<file path="config.mk">
export PLATFORM = sky130hd
export DESIGN_NAME = lut_mult_seq_flat
export DESIGN_NICKNAME = d
export VERILOG_FILES = /design/src/rtl/lut_mult_seq_if.sv /design/src/rtl/lut_mult_seq.sv /design/src/flat_wrapper.sv
export SDC_FILE = /design/constraint.sdc
export NUM_CORES = 2
export LEC_CHECK = 0
export CORE_ASPECT_RATIO = 1.4
export CORE_UTILIZATION = 50
export CTS_CLUSTER_DIAMETER = 100
export CTS_CLUSTER_SIZE = 40
export DETAILED_ROUTE_END_ITERATION = 7
export GPL_TIMING_DRIVEN = 0
export PLACE_DENSITY = 0.8
export SLEW_MARGIN = 30
export SYNTH_ARGS = -nofsm -noshare
export SYNTH_HDL_FRONTEND = slang
export SYNTH_SLANG_ARGS = --single-unit
export TNS_END_PERCENT = 1
</file>
<file path="constraint.sdc">
create_clock -name clk -period 19.25 [get_ports clk]
set_clock_uncertainty 0.05 [all_clocks]
set_input_delay 5.775 -clock clk [delete_from_list [all_inputs] [get_ports clk]]
set_output_delay 5.775 -clock clk [all_outputs]
set_load 0.01 [all_outputs]
</file>
<file path="src/rtl/lut_mult_seq_if.sv">
// Handshake bundle for lut_mult_seq: operand request channel and product response channel.
interface lut_mult_seq_if #(
    parameter int WIDTH = 64
);
    logic               in_valid;
    logic               in_ready;
    logic [WIDTH-1:0]   a;
    logic [WIDTH-1:0]   b;
    logic [1:0]         mode;
    logic               out_valid;
    logic               out_ready;
    logic [2*WIDTH-1:0] product;

    modport master (
        output in_valid, a, b, mode, out_ready,
        input  in_ready, out_valid, product
    );

    modport slave (
        input  in_valid, a, b, mode, out_ready,
        output in_ready, out_valid, product
    );
endinterface

</file>
<file path="src/rtl/lut_mult_seq.sv">
// Multi-cycle WIDTH x WIDTH multiplier built from 6x6 digit products, LANES digit
// products per cycle, sign-magnitude handling for MUL/MULH/MULHSU/MULHU modes.
module lut_mult_seq #(
    parameter int WIDTH = 64,
    parameter int LANES = 1
) (
    input  logic          clk,
    input  logic          rst,
    lut_mult_seq_if.slave bus
);
    localparam int ND  = (WIDTH + 5) / 6;
    localparam int NC  = (ND + LANES - 1) / LANES;
    localparam int AW  = 12 * ND;
    localparam int PW  = 6 * NC * LANES;
    localparam int IW  = (NC > 1) ? $clog2(NC) : 1;
    localparam int JW  = (ND > 1) ? $clog2(ND) : 1;
    localparam int PRW = 2 * WIDTH;

    typedef enum logic [1:0] {IDLE, CALC, FIX, DONE} state_t;

    state_t           state_reg;
    logic [PW-1:0]    a_mag_reg;
    logic [6*ND-1:0]  b_mag_reg;
    logic             neg_reg;
    logic [AW-1:0]    acc_reg;
    logic [IW-1:0]    i_reg;
    logic [JW-1:0]    j_reg;
    logic             in_ready_reg;
    logic             out_valid_reg;
    logic [PRW-1:0]   product_reg;

    logic             a_sign;
    logic             b_sign;
    logic [WIDTH-1:0] a_abs;
    logic [WIDTH-1:0] b_abs;

    // Negating the most negative value wraps back to 2^(WIDTH-1), which is the correct magnitude.
    always_comb begin
        a_sign = ((bus.mode == 2'b01) || (bus.mode == 2'b10)) && bus.a[WIDTH-1];
        b_sign = (bus.mode == 2'b01) && bus.b[WIDTH-1];
        a_abs  = a_sign ? -bus.a : bus.a;
        b_abs  = b_sign ? -bus.b : bus.b;
    end

    // Lane L multiplies a-digit (i*LANES+L) by b-digit j; padding digits beyond ND are zero.
    logic [AW-1:0] psum [LANES+1];
    assign psum[0] = '0;

    for (genvar gi = 0; gi < LANES; gi++) begin : g_lane
        logic [5:0]    ad;
        logic [5:0]    bd;
        logic [11:0]   pp;
        logic [AW-1:0] term;

        assign ad   = a_mag_reg[6*(int'(i_reg)*LANES + gi) +: 6];
        assign bd   = b_mag_reg[6*int'(j_reg) +: 6];
        assign pp   = 12'(ad) * 12'(bd);
        assign term = AW'(pp) << (6 * (int'(i_reg)*LANES + gi + int'(j_reg)));
        assign psum[gi+1] = psum[gi] + term;
    end

    always_ff @(posedge clk) begin
        if (rst) begin
            state_reg     <= IDLE;
            a_mag_reg     <= '0;
            b_mag_reg     <= '0;
            neg_reg       <= 1'b0;
            acc_reg       <= '0;
            i_reg         <= '0;
            j_reg         <= '0;
            in_ready_reg  <= 1'b1;
            out_valid_reg <= 1'b0;
            product_reg   <= '0;
        end else begin
            case (state_reg)
                IDLE: begin
                    if (bus.in_valid) begin
                        a_mag_reg    <= PW'(a_abs);
                        b_mag_reg    <= (6*ND)'(b_abs);
                        neg_reg      <= a_sign ^ b_sign;
                        acc_reg      <= '0;
                        i_reg        <= '0;
                        j_reg        <= '0;
                        in_ready_reg <= 1'b0;
                        state_reg    <= CALC;
                    end
                end
                CALC: begin
                    acc_reg <= acc_reg + psum[LANES];
                    if (i_reg == IW'(NC - 1)) begin
                        i_reg <= '0;
                        if (j_reg == JW'(ND - 1)) begin
                            state_reg <= FIX;
                        end else begin
                            j_reg <= j_reg + JW'(1);
                        end
                    end else begin
                        i_reg <= i_reg + IW'(1);
                    end
                end
                FIX: begin
                    product_reg   <= neg_reg ? -acc_reg[PRW-1:0] : acc_reg[PRW-1:0];
                    out_valid_reg <= 1'b1;
                    state_reg     <= DONE;
                end
                DONE: begin
                    if (bus.out_ready) begin
                        out_valid_reg <= 1'b0;
                        in_ready_reg  <= 1'b1;
                        state_reg     <= IDLE;
                    end
                end
                default: state_reg <= IDLE;
            endcase
        end
    end

    assign bus.in_ready  = in_ready_reg;
    assign bus.out_valid = out_valid_reg;
    assign bus.product   = product_reg;
endmodule

</file>
<file path="src/flat_wrapper.sv">
// flat-port wrapper written by rule: the top's interface ports become plain ports
module lut_mult_seq_flat 
#(
    parameter int WIDTH = 64,
    parameter int LANES = 1
)
  (clk, rst, bus_in_valid, bus_a, bus_b, bus_mode, bus_out_ready, bus_in_ready, bus_out_valid, bus_product);
  lut_mult_seq_if #(.WIDTH(WIDTH)) bus_i ();
  input  logic clk;
  input  logic rst;
  input wire logic [$bits(bus_i.in_valid)-1:0] bus_in_valid;
  input wire logic [$bits(bus_i.a)-1:0] bus_a;
  input wire logic [$bits(bus_i.b)-1:0] bus_b;
  input wire logic [$bits(bus_i.mode)-1:0] bus_mode;
  input wire logic [$bits(bus_i.out_ready)-1:0] bus_out_ready;
  output wire logic [$bits(bus_i.in_ready)-1:0] bus_in_ready;
  output wire logic [$bits(bus_i.out_valid)-1:0] bus_out_valid;
  output wire logic [$bits(bus_i.product)-1:0] bus_product;
  assign bus_i.in_valid = bus_in_valid;
  assign bus_i.a = bus_a;
  assign bus_i.b = bus_b;
  assign bus_i.mode = bus_mode;
  assign bus_i.out_ready = bus_out_ready;
  assign bus_in_ready = bus_i.in_ready;
  assign bus_out_valid = bus_i.out_valid;
  assign bus_product = bus_i.product;
  lut_mult_seq #(.WIDTH(WIDTH), .LANES(LANES)) u_core (.clk(clk), .rst(rst), .bus(bus_i));
endmodule
</file>
## Word level (Yosys, flattened, before mapping)

Cells that the tools add are included.

| storage, ports and cells | value |
|---|---|
| flip-flop bits (word level) | 401 |
| bits of input ports | 134 |
| output and inout bits | 130 |
| logic and storage cells | 71 |

| operators by class | value |
|---|---|
| add/sub/neg operators | 7 |
| shift-type cells | 3 |
| multiply operators | 4 |
| equality and inequality tests | 12 |
| bitwise gates (word level) | 1 |
| reduce and logical (&&, ||, !) cells | 13 |
| muxes and demuxes | 21 |

Operators with widths:

| operator | number |
|---|---|
| $pmux 132 s2 | 1 |
| $add 132x132->132 | 1 |
| $mux 132 | 1 |
| $shiftx 66x32->6 | 2 |
| $shl 12x32->132 | 1 |
| $mux 128 | 1 |
| $mux 64 | 2 |
| $neg 128->128 | 1 |
| $neg 64->64 | 2 |
| $mul 3x32->31 const A | 1 |
| $mux 4 | 4 |
| $pmux 4 s2 | 2 |
| $mul 2x4->6 const A | 2 |
| $mul 6x6->12 | 1 |
| $add 4x1->4 const B | 2 |
| $eq 4x4->1 const B | 2 |
| $mux 2 | 4 |
| $pmux 2 s4 | 1 |
| $reduce_and 4->1 | 2 |
| $eq 2x2->1 const B | 3 |
| $ne 2x2->1 const B | 3 |
| $reduce_and 2->1 | 3 |
| $reduce_bool 2->1 | 3 |
| $add 4x4->5 | 1 |
| other kinds (9) | 15 |

## Depth between registers and ports, before layout

| logic depth | value |
|---|---|
| depth after elaboration | 6 |
| mapped depth | 41 |

## Worst setup path before layout

Ideal clock, no wire load.

| timing | value |
|---|---|
| path type | register -> register |
| start | reg u_core.j_reg[0] |
| end | reg u_core.acc_reg[120] |
| arrival time | 9,051 ps |
| library setup time | 128 ps |
| cell stages (with the launch flop) | 37 |
| setup slack | 10,020 ps |
| data required time | 19,072 ps |
| cells stage by stage | dfxtp_1 > buf_1 > clkbuf_1 > mux4_2 > mux2i_1 > o22ai_1 > nand2b_1 > fa_1 > fa_1 > fa_1 > inv_1 > ha_1 > a21oi_1 > o21ai_0 > a21oi_1 > o21bai_1 > a21oi_1 > xor2_1 > nor2_1 > a21oi_1 > o21ai_0 > mux2i_1 > nor2_1 > ha_1 > clkbuf_1 > nand2_1 > nor3_1 > nand3_1 > a311o_1 > o2111a_1 > a21oi_1 > a21oi_1 > o41a_1 > o31a_1 > o311ai_0 > xnor2_1 > o21ai_0 |

| on the way | value |
|---|---|
| word-level cells in the longest chain between the ends | 6 |
| elaborated cells between the ends (all ways) | 8 |
| classes of those cells | add/sub: 2; mul: 3; shift: 2; mux: 1 |

Ends and longest elaborated chain:

| element | RTL line | text |
|---|---|---|
| start, declared | lut_mult_seq.sv:27 | `logic [JW-1:0] j_reg;` |
| start signal, assigned | lut_mult_seq.sv:95 | `j_reg <= j_reg + JW'(1);` |
| $mul 2x4->6 | lut_mult_seq.sv:56 | `assign bd = b_mag_reg[6*int'(j_reg) +: 6];` |
| $shiftx 66x32->6 | lut_mult_seq.sv:56 |  |
| $mul 6x6->12 | lut_mult_seq.sv:57 | `assign pp = 12'(ad) * 12'(bd);` |
| $shl 12x32->132 (*) | lut_mult_seq.sv:58 | `assign term = AW'(pp) << (6 * (int'(i_reg)*LANES + gi + int'(j_reg)));` |
| $add 132x132->132 (*) | lut_mult_seq.sv:89 | `acc_reg <= acc_reg + psum[LANES];` |
| $pmux 132 s2 (*) | lut_mult_seq.sv:75 | `case (state_reg)` |
| end signal, assigned | lut_mult_seq.sv:89 |  |
| end, declared | lut_mult_seq.sv:25 | `logic [AW-1:0] acc_reg;` |

Mark *: on every way between the ends. The rest lies on a longest branch, timed or not.
A chain may end at the register's enable or synchronous reset.

## Worst setup path in the final report

| timing | value |
|---|---|
| start | reg u_core.i_reg[1] |
| end | reg u_core.acc_reg[124] |

| on the way | value |
|---|---|
| word-level cells in the longest chain between the ends | 6 |
| elaborated cells between the ends (all ways) | 8 |
| classes of those cells | add/sub: 2; mul: 3; shift: 2; mux: 1 |

Ends and longest elaborated chain:

| element | RTL line | text |
|---|---|---|
| start, declared | lut_mult_seq.sv:26 | `logic [IW-1:0] i_reg;` |
| start signal, assigned | lut_mult_seq.sv:98 | `i_reg <= i_reg + IW'(1);` |
| $mul 2x4->6 | lut_mult_seq.sv:55 | `assign ad = a_mag_reg[6*(int'(i_reg)*LANES + gi) +: 6];` |
| $shiftx 66x32->6 | lut_mult_seq.sv:55 |  |
| $mul 6x6->12 | lut_mult_seq.sv:57 |  |
| $shl 12x32->132 (*) | lut_mult_seq.sv:58 |  |
| $add 132x132->132 (*) | lut_mult_seq.sv:89 |  |
| $pmux 132 s2 (*) | lut_mult_seq.sv:75 |  |

Marks and branches as above.

==> flow_summary.json <==
{
  "outcome": "finished clean",
  "core.rowCount": 107,
  "leakagePower_nw": 13.5,
  "vias_per_cell": 6.15,
  "hold_path_depth": 2,
  "drt_iter0_markers": 2178,
  "synthTopCellsByCount": "nor2_1 (613), dfxtp_1 (397), nand2_1 (376)",
  "synth_area_leaders": "dfxtp_1 (26%), nor2_1 (7.4%), ha_1 (6.9%)",
  "switchingPower_mw": 1.96,
  "synthCells": 4076,
  "synth_area_leader_cell": "dfxtp_1",
  "met1_usage": 0.405,
  "rsz0062_at_grt": "false",
  "clk_latency_ps": 580,
  "stdcell_count": 5182,
  "drive_gt1_frac": 0.0298,
  "use_met3": 0.0439,
  "synth_top_area_frac": 0.257,
  "gr-max-usage-layer": "met2",
  "rrSetupSlack_ps": 6910,
  "synth-seq-cells": 397,
  "cts.sinks": 397,
  "arrival_ps": 12750,
  "io_buffers": 262,
  "track_usage": 0.371,
  "syn_area_per_cell_um2": 7.58,
  "pwr-share-comb": 0.597,
  "grt_max_degree": 41,
  "min_from": "u_core.a_mag_reg[43]$_SDFFE_PP0P_",
  "grt_pass1_vias": 30400,
  "final_nets": 4682,
  "maxCapViolCount": 0,
  "peakVddDrop_mv": 0.0878,
  "maxSlewHeadroom": 0.264,
  "root_buffer": "clkbuf_16",
  "cp_max_fo": 10,
  "num_io_pins": 264,
  "slew_viol_final": 0,
  "cts_tree": "yes",
  "ys_seq_area_frac": 0.257,
  "ant_nets": 0,
  "setup_tns_ps": 0,
  "antenna_found_initial": 2,
  "fin_crit_sh": 0.641,
  "die-height_um": 296,
  "p_per_area_nw_per_um2": 111,
  "syn_nets": 4401,
  "drc": 0,
  "yosysMostFrequentCell": "nor2_1",
  "ctsHoldBuffers": 0,
  "dpl.hpwl_um": 96400,
  "dieArea_um2": 62800,
  "synth_flop_cell": "dfxtp_1",
  "slowest_stage": "mux2i_2",
  "hold_end": "u_core.a_mag_reg[43]$_SDFFE_PP0P_",
  "end_kind": "register",
  "core_um2": 60900,
  "worst-path-buf-inv": 6,
  "fin_crit_ps": 12340,
  "vias": 31900,
  "dpl.cell_count": 5157,
  "synth_edf_count": 0,
  "timing.rr.start": "u_core.i_reg[1]$_SDFFE_PP0P_",
  "grt_overflow": 0,
  "gp_congestion": 1.07,
  "crit_type": "reg2reg",
  "syn-cell-area_um2": 30900,
  "drtPass1Iterations": 6,
  "worst_hold_path_type": "reg2reg",
  "seqPwrFrac": 0.287,
  "synth_async_sr_flop_share": 0,
  "numCtsBuffers": 15,
  "post_cts_resized": 0,
  "max_freq_mhz": 81.0,
  "wire_per_inst_um": 23.1,
  "synth_warnings": 0,
  "clock_path_buffers": 3,
  "timing.rr.end": "u_core.acc_reg[124]$_SDFFE_PP0P_",
  "drt_wl_total_um": 119000,
  "setup_viol": 0,
  "die_w_um": 212,
  "worst_r2r_path_depth": 37,
  "swShare": 0.500,
  "clk_pin_slew_ps": 150,
  "synth.distinct_cells": 95,
  "crit_path_frequent_cell": "a21oi_1",
  "grt_pass1_wl_um": 178000,
  "internal_power_mw": 1.95,
  "slowest_delay_ps": 880,
  "p_clk_frac": 0.116,
  "met2_usage": 0.652,
  "worstPathRequired_ps": 19660,
  "cp_top_family": "compound AO/OA/AOI/OAI gates",
  "h-tree-depth": 1,
  "hold_violations": 0,
  "synthToLayoutAreaGrowth_pct": 13.7,
  "worstMarginPinSlew_ps": 1090,
  "cts_setup_buffers": 0,
  "worst_setup_path_start_kind": "register",
  "initial_utilization": 0.507
}
[power by group through the flow]
stage | logic (mW) | clock network [mW] | registers (mW)
final | 2.33 | 0.453 | 1.12
after global placement | 2.23 | 0 | 1.13
after global routing | 2.48 | 0.480 | 1.14
after detailed placement | 2.27 | 0 | 1.14
after CTS | 2.28 | 0.457 | 1.12
after floorplan | 1.34 | 0 | 1.14
[worst register-to-register path: cells and delay by family, from the launching register on]
family,cells,cell delay [ps]
multiplexers,3,1350
AND/OR/NAND/NOR,8,1940
buffers and inverters,6,1620
flip-flops,1,550
adder cells (fa/ha/maj),5,2180
AO/OA/AOI/OAI,14,4200
XOR/XNOR,1,340
[layer usage]
layer,wire [um],up-vias
met3,6960,393
met1,44400,15000
li1,-,15300
met5,13,-
met4,10300,2
met2,57800,1251
[layout by cell type (no fill, tap or decap), drive strengths merged, types with 171 or more instances in the layout]
cell and count:
nand2 376, clkdlybuf4s50 262, nor2 613, dfxtp 397
a211oi 206, xor2 210, a21oi 291, o21ai 247
ha 171, clkbuf 242
[cell families after synthesis]
family	count (synthesis)	share of synthesized area
buffers and inverters	347	0.0441
multiplexers	81	0.0360
AND/OR/NAND/NOR	1496	0.224
flip-flops	397	0.257
AO/OA/AOI/OAI	1196	0.252
adder cells (fa/ha/maj)	191	0.0822
XOR/XNOR	368	0.104
[how the worst max path moves through the flow]
stage	from	endpoint	slack, ps	cells past startpoint
final	u_core.i_reg[1]$_SDFFE_PP0P_	u_core.acc_reg[124]$_SDFFE_PP0P_	6910	37
after global routing	u_core.j_reg[0]$_SDFFE_PP0P_	u_core.acc_reg[124]$_SDFFE_PP0P_	6280	36
after CTS	u_core.j_reg[0]$_SDFFE_PP0P_	u_core.acc_reg[124]$_SDFFE_PP0P_	7130	36
after detailed placement	u_core.i_reg[1]$_SDFFE_PP0P_	u_core.acc_reg[124]$_SDFFE_PP0P_	7170	36
after global placement	u_core.i_reg[1]$_SDFFE_PP0P_	u_core.acc_reg[124]$_SDFFE_PP0P_	6820	36
after floorplan	u_core.j_reg[0]$_SDFFE_PP0P_	u_core.acc_reg[120]$_SDFFE_PP0P_	10020	36
[metrics by stage]
stage                     hold WS, ps  worst slack (ps)  utilization  power, mW  cell area, um^2
after CTS                         413              7130        0.576       3.85            35100
final                             415              6910        0.576       3.91            35100
after floorplan                   379             10020            -       2.48            30900
after global routing              430              6280        0.576       4.10            35100
after detailed placement          395              7170        0.568       3.41            34600
after global placement            387              6820        0.567       3.36            34500
[layout make-up]
cell class / count / area [um^2]
antenna: 1 / 2.50
buffer: 247 / 997
clock buffer: 16 / 379
clock inverter: 8 / 100
fill: 5938 / 25800
inverter: 100 / 375
multi-input combinational: 3332 / 21700
sequential: 397 / 7950
tap: 817 / 1020
timing repair buffer: 264 / 2640
Power figures use the tool's default switching activity.
